File: src/rtl/serial_subtractor_if.sv
// Start/busy/done handshake bundle for serial_subtractor.
// Optional V port appears when SERIAL_SUB_OVF_EN is defined.
interface serial_subtractor_if #(
    parameter int WIDTH = 4
);
    logic             start;
    logic [WIDTH-1:0] A;
    logic [WIDTH-1:0] B;
    logic             Bin;
    logic             busy;
    logic             done;
    logic [WIDTH-1:0] D;
    logic             Bout;
`ifdef SERIAL_SUB_OVF_EN
    logic             V;

    modport master (
        output start, A, B, Bin,
        input  busy, done, D, Bout, V
    );

    modport slave (
        input  start, A, B, Bin,
        output busy, done, D, Bout, V
    );
`else
    modport master (
        output start, A, B, Bin,
        input  busy, done, D, Bout
    );

    modport slave (
        input  start, A, B, Bin,
        output busy, done, D, Bout
    );
`endif
endinterface

File: src/rtl/serial_subtractor.sv
// Digit-serial subtractor: D = A - B - Bin over WIDTH/DIGIT cycles.
// Define SERIAL_SUB_OVF_EN to add the registered signed-overflow output V.
module serial_subtractor #(
    parameter int WIDTH = 4,
    parameter int DIGIT = 1
) (
    input  logic         clk,
    input  logic         reset,
    serial_subtractor_if.slave bus
);
    localparam int N  = WIDTH / DIGIT;
    localparam int CW = (N > 1) ? $clog2(N) : 1;

    typedef enum logic [1:0] {
        IDLE,
        RUN,
        DONE
    } state_t;

    state_t           state;
    logic [WIDTH-1:0] a_sh;
    logic [WIDTH-1:0] b_sh;
    logic [WIDTH-1:0] d_q;
    logic [CW-1:0]    cnt;
    logic             brw;
    logic             bout_q;
    logic             busy_q;
    logic             done_q;
    logic [DIGIT:0]   dsub;
    logic [WIDTH-1:0] d_nxt;
`ifdef SERIAL_SUB_OVF_EN
    logic             am;
    logic             bm;
    logic             v_q;
`endif

    // One digit slice: subtract with borrow, then insert it at the D MSB end.
    always_comb begin
        dsub  = {1'b0, a_sh[DIGIT-1:0]}
              - {1'b0, b_sh[DIGIT-1:0]}
              - {{DIGIT{1'b0}}, brw};
        d_nxt = (d_q >> DIGIT)
              | (WIDTH'(dsub[DIGIT-1:0]) << (WIDTH - DIGIT));
    end

    // Control FSM with all datapath and handshake registers.
    always_ff @(posedge clk or posedge reset) begin
        if (reset) begin
            state  <= IDLE;
            a_sh   <= '0;
            b_sh   <= '0;
            d_q    <= '0;
            cnt    <= '0;
            brw    <= 1'b0;
            bout_q <= 1'b0;
            busy_q <= 1'b0;
            done_q <= 1'b0;
`ifdef SERIAL_SUB_OVF_EN
            am     <= 1'b0;
            bm     <= 1'b0;
            v_q    <= 1'b0;
`endif
        end else begin
            unique case (state)
                IDLE: begin
                    if (bus.start) begin
                        a_sh   <= bus.A;
                        b_sh   <= bus.B;
                        brw    <= bus.Bin;
                        cnt    <= CW'(N - 1);
                        d_q    <= '0;
                        busy_q <= 1'b1;
                        state  <= RUN;
`ifdef SERIAL_SUB_OVF_EN
                        am     <= bus.A[WIDTH-1];
                        bm     <= bus.B[WIDTH-1];
                        v_q    <= 1'b0;
`endif
                    end
                end
                RUN: begin
                    a_sh   <= a_sh >> DIGIT;
                    b_sh   <= b_sh >> DIGIT;
                    d_q    <= d_nxt;
                    brw    <= dsub[DIGIT];
                    bout_q <= dsub[DIGIT];
                    if (cnt == '0) begin
                        state  <= DONE;
                        done_q <= 1'b1;
`ifdef SERIAL_SUB_OVF_EN
                        v_q    <= (am ^ bm) & (am ^ d_nxt[WIDTH-1]);
`endif
                    end else begin
                        cnt <= cnt - 1'b1;
                    end
                end
                DONE: begin
                    done_q <= 1'b0;
                    busy_q <= 1'b0;
                    state  <= IDLE;
                end
                default: begin
                    state <= IDLE;
                end
            endcase
        end
    end

    assign bus.busy = busy_q;
    assign bus.done = done_q;
    assign bus.D    = d_q;
    assign bus.Bout = bout_q;
`ifdef SERIAL_SUB_OVF_EN
    assign bus.V    = v_q;
`endif
endmodule

File: src/flat_wrapper.sv
// flat-port wrapper written by rule: the top's interface ports become plain ports
module serial_subtractor_flat 
#(
    parameter int WIDTH = 4,
    parameter int DIGIT = 1
)
  (clk, reset, bus_start, bus_A, bus_B, bus_Bin, bus_busy, bus_done, bus_D, bus_Bout);
  serial_subtractor_if #(.WIDTH(WIDTH)) bus_i ();
  input  logic clk;
  input  logic reset;
  input wire logic [$bits(bus_i.start)-1:0] bus_start;
  input wire logic [$bits(bus_i.A)-1:0] bus_A;
  input wire logic [$bits(bus_i.B)-1:0] bus_B;
  input wire logic [$bits(bus_i.Bin)-1:0] bus_Bin;
  output wire logic [$bits(bus_i.busy)-1:0] bus_busy;
  output wire logic [$bits(bus_i.done)-1:0] bus_done;
  output wire logic [$bits(bus_i.D)-1:0] bus_D;
  output wire logic [$bits(bus_i.Bout)-1:0] bus_Bout;
  assign bus_i.start = bus_start;
  assign bus_i.A = bus_A;
  assign bus_i.B = bus_B;
  assign bus_i.Bin = bus_Bin;
  assign bus_busy = bus_i.busy;
  assign bus_done = bus_i.done;
  assign bus_D = bus_i.D;
  assign bus_Bout = bus_i.Bout;
  serial_subtractor #(.WIDTH(WIDTH), .DIGIT(DIGIT)) u_core (.clk(clk), .reset(reset), .bus(bus_i));
endmodule
File: config.mk
export PLATFORM = sky130hd
export DESIGN_NAME = serial_subtractor_flat
export DESIGN_NICKNAME = d
export VERILOG_FILES = /design/src/rtl/serial_subtractor_if.sv /design/src/rtl/serial_subtractor.sv /design/src/flat_wrapper.sv
export SDC_FILE = /design/constraint.sdc
export NUM_CORES = 1
export LEC_CHECK = 0
export BUFFER_PORTS_ARGS = -buffer_cell sky130_fd_sc_hd__buf_2
export CAP_MARGIN = 20
export CORE_MARGIN = 2
export CORE_UTILIZATION = 56
export CTS_CLUSTER_SIZE = 20
export DETAILED_ROUTE_END_ITERATION = 8
export GPL_ROUTABILITY_DRIVEN = 0
export PLACE_DENSITY_LB_ADDON = 0.15
export REMOVE_ABC_BUFFERS = 1
export SLEW_MARGIN = 15
export SYNTH_ARGS = -nofsm -noshare
export SYNTH_HDL_FRONTEND = slang
export SYNTH_SLANG_ARGS = --single-unit
File: constraint.sdc
create_clock -name clk -period 2.2 [get_ports clk]
set_input_delay 0 -clock clk [delete_from_list [all_inputs] [get_ports clk]]
set_output_delay 0 -clock clk [all_outputs]
set_load 0.01 [all_outputs]
==> impl_metrics.csv <==
group,metric,value,unit
outcome,outcome,"completed",
worst_setup_path,start_kind,"register",
timing,hold_violations,0,
routing,antenna_left,0,
timing,tightest_slew,763.8,ps
worst_setup_path,r2r_cells,2,
timing,fin_tns_setup,0,ps
worst_setup_path,crit_fanout,23,
timing,period_share,76.27,%
clocking,clkTransAtPathRegs,130,ps
synth,synth-xor-area-share,0,%
power_and_ir_drop,total_power,1.692,mW
worst_setup_path,path_cells,"nor2b_1 > a221oi_1",
worst_setup_path,crit_slowest_cell,"dfrtp_1",
synth,synth_area_per_cell,12.62,µm²
worst_setup_path,crit_arrival,1840,ps
worst_setup_path,rr_startpoint,"u_core.state[0]",
clocking,cts-root-buf,"clkbuf_4",
timing,finalSetupViolations,0,
cells_and_area,n_antenna_cell,0,
routing,via_per_inst,5.543,
timing,slew_headroom,49.03,%
timing,drv_slew,0,
global_routing,grt_pass1_vias,692,
synth,yosys_warnings,0,
routing,wirelength,1833,µm
synth,synth.area.mux_share,0.9558,%
synth,synthCells,83,
synth,synth_seq_area_share,47.79,%
routing,drtIter0Drc,10,
synth,synth-seq-cells,20,
timing,period_needed,1678,ps
worst_setup_path,rr_endpoint,"u_core.brw",
routing,drc_errors,0,
place,io_buffers,18,
clocking,insertion_delay,310,ps
floorplan,rows,15,
global_routing,grt_pass1_wl,3029,µm
worst_setup_path,worst-r2r-setup-slack,520,ps
clocking,htree_levels,1,
place,place_area,0.001107,mm²
timing,timing.final.ws_setup,522.0,ps
timing,fmax,0.5960,GHz
worst_setup_path,worst-setup-path-type,"register to register",
cells_and_area,layout-drive-gt1-share,37.25,%
place,dpl.hpwl,1207,µm
worst_setup_path,crit_required,2360,ps
global_routing,grt_max_degree,24,
synth,synth_compound_gate_area_share,19.71,%
worst_setup_path,crit_start,"u_core.state[0]",
routing,via_count,704,
floorplan,die_x,47.25,µm
clocking,cts_tree,"built",
floorplan,initial_core_util,60.00,%
floorplan,dieArea,0.002232,mm²
worst_setup_path,critPathCapture,"u_core.brw",
timing,skew,15.43,ps
cells_and_area,nNetsFinal,118,
synth,syn-cell-area,0.001047,mm²
cells_and_area,final_area,0.001190,mm²
cells_and_area,area_delta_synth_final,13.62,%
floorplan,boundaryPins,19,
routing,drt_pass1_iterations,4,
worst_setup_path,end_kind,"register",
run,maxCapViolCount,0,
clocking,cts_buffers,3,
cells_and_area,fill_cells,139,
floorplan,coreArea,0.001745,mm²
worst_hold_path,hold_path_class,"primary input to register",
floorplan,die-height,47.25,µm
clocking,cts_max_path_buffers,2,
routing,wire_per_inst,14.43,µm
cells_and_area,multiInputGateArea,444.2,µm²
cells_and_area,regArea,500.5,µm²
synth,synthAdderAreaFrac,4.301,%
timing,holdWs,25.71,ps
synth,ys_types,20,
power_and_ir_drop,p_leak,0.5492,nW
global_routing,antenna_found_initial,0,
clocking,clock_sinks,20,
power_and_ir_drop,ir_drop,0.7436,mV
global_routing,grt_overflow_total,0,
global_routing,track_usage,19.75,%
power_and_ir_drop,power_density,1422,mW/mm²
synth,synth_top_family_by_area,"compound AO/OA/AOI/OAI gates",
place,pre_cts_ws,588.7,ps
worst_setup_path,max_stage_delay,780,ps
timing,rsz0062_at_grt,"false",
synth,synthSimpleGateAreaFrac,17.44,%
## how the worst min path moves through the flow
| stage | depth (start not counted) | slack [ps] | endpoint | from |
|---|---|---|---|---|
| after floorplan | 1 | -40 | u_core.a_sh[0] | reset |
| after global placement | 2 | 160 | u_core.bus.D[0] | reset |
| after detailed placement | 2 | 170 | u_core.bus.done | reset |
| after CTS | 3 | 40 | u_core.a_sh[1] | bus_A[1] |
| after global routing | 3 | 30 | u_core.b_sh[1] | bus_B[1] |
| final | 3 | 30 | u_core.b_sh[2] | bus_B[2] |
## Yosys cell counts
library cell | number | area, µm²
a211oi_2 | 6 | 75.07
a221oi_1 | 3 | 26.28
a22o_1 | 1 | 8.760
a22o_2 | 6 | 60.06
and2_1 | 1 | 6.260
and4bb_2 | 2 | 25.02
buf_2 | 1 | 5.000
buf_6 | 5 | 56.30
dfrtp_1 | 20 | 500.5
fa_1 | 1 | 20.02
ha_1 | 2 | 25.02
inv_1 | 11 | 41.29
mux2i_1 | 1 | 10.01
nand2b_1 | 1 | 6.260
nor2b_1 | 5 | 31.28
nor3b_1 | 7 | 52.55
nor4b_1 | 7 | 61.31
o21a_1 | 1 | 7.510
o21ba_2 | 1 | 10.01
o21bai_4 | 1 | 18.77
## flip-flops by register name, summed over array words and instances (netlist names)
signal / count
u_core.bus.D: 4
u_core.cnt: 2
u_core.bus.Bout: 1
u_core.bus.busy: 1
u_core.a_sh: 4
u_core.state: 2
u_core.b_sh: 4
u_core.bus.done: 1
u_core.brw: 1
## stage by stage
step,util (%),cells
2_1_floorplan,-,77
4_1_cts,68.17,127
3_5_place_dp,63.44,120
5_1_grt,68.17,127
3_3_place_gp,63.44,120
6_report,68.17,127
## layer usage
metal / vias up / routed length (µm) / global-route usage (%)
met5: - / 0 / 0
li1: 335 / - / -
met2: 16 / 895 / 34.32
met1: 349 / 845 / 23.08
met3: 4 / 52 / 3.462
met4: 0 / 40 / 10.00
## cells in the final DEF, fill, tap and decap left out, drive strengths merged
cell / n
dlygate4sd3: 3
dfrtp: 20
o21bai: 1
a211oi: 6
nor4b: 7
and2: 1
a221oi: 3
inv: 11
fa: 1
nor3b: 7
a22o: 7
mux2i: 1
nor2b: 5
bufinv: 1
o21ba: 1
ha: 2
o21a: 1
nand2b: 1
clkbuf: 3
and4bb: 2
buf: 18
## timing repair
action / CTS / global route
buffers inserted: 0 / 0
endpoints found under the hold margin: 22 / 0
hold buffers: 3 / 0
gates resized for setup: 0 / 0
## power breakdown
group | total, mW | switching [mW] | leakage (nW) | internal (mW)
combinational | 0.693 | 0.327 | 0.284 | 0.365
clock | 0.308 | 0.124 | 0.0279 | 0.184
sequential | 0.691 | 0.158 | 0.238 | 0.533
## critical path, delay by kind of cell, from the launching register on
family          cells  cell delay, ps
simple gates        1             560
flops               1             780
compound gates      1             190
## cells by family after synthesis
| logic type | after synthesis |
|---|---|
| AO/OA/AOI/OAI | 19 |
| AND/OR/NAND/NOR | 23 |
| buffers and inverters | 17 |
| flip-flops | 20 |
| multiplexers | 1 |
| adder cells (fa/ha/maj) | 3 |
## cell type report
cell class	count	area share (%)
clock buffers	3	1.893
clock inverters	1	2.524
inverters	11	3.470
multi-input cells	46	37.33
flip-flops and latches	20	42.06
well taps	25	2.629
repair buffers	21	10.09
No activity file was read; power rests on OpenSTA's default activity.
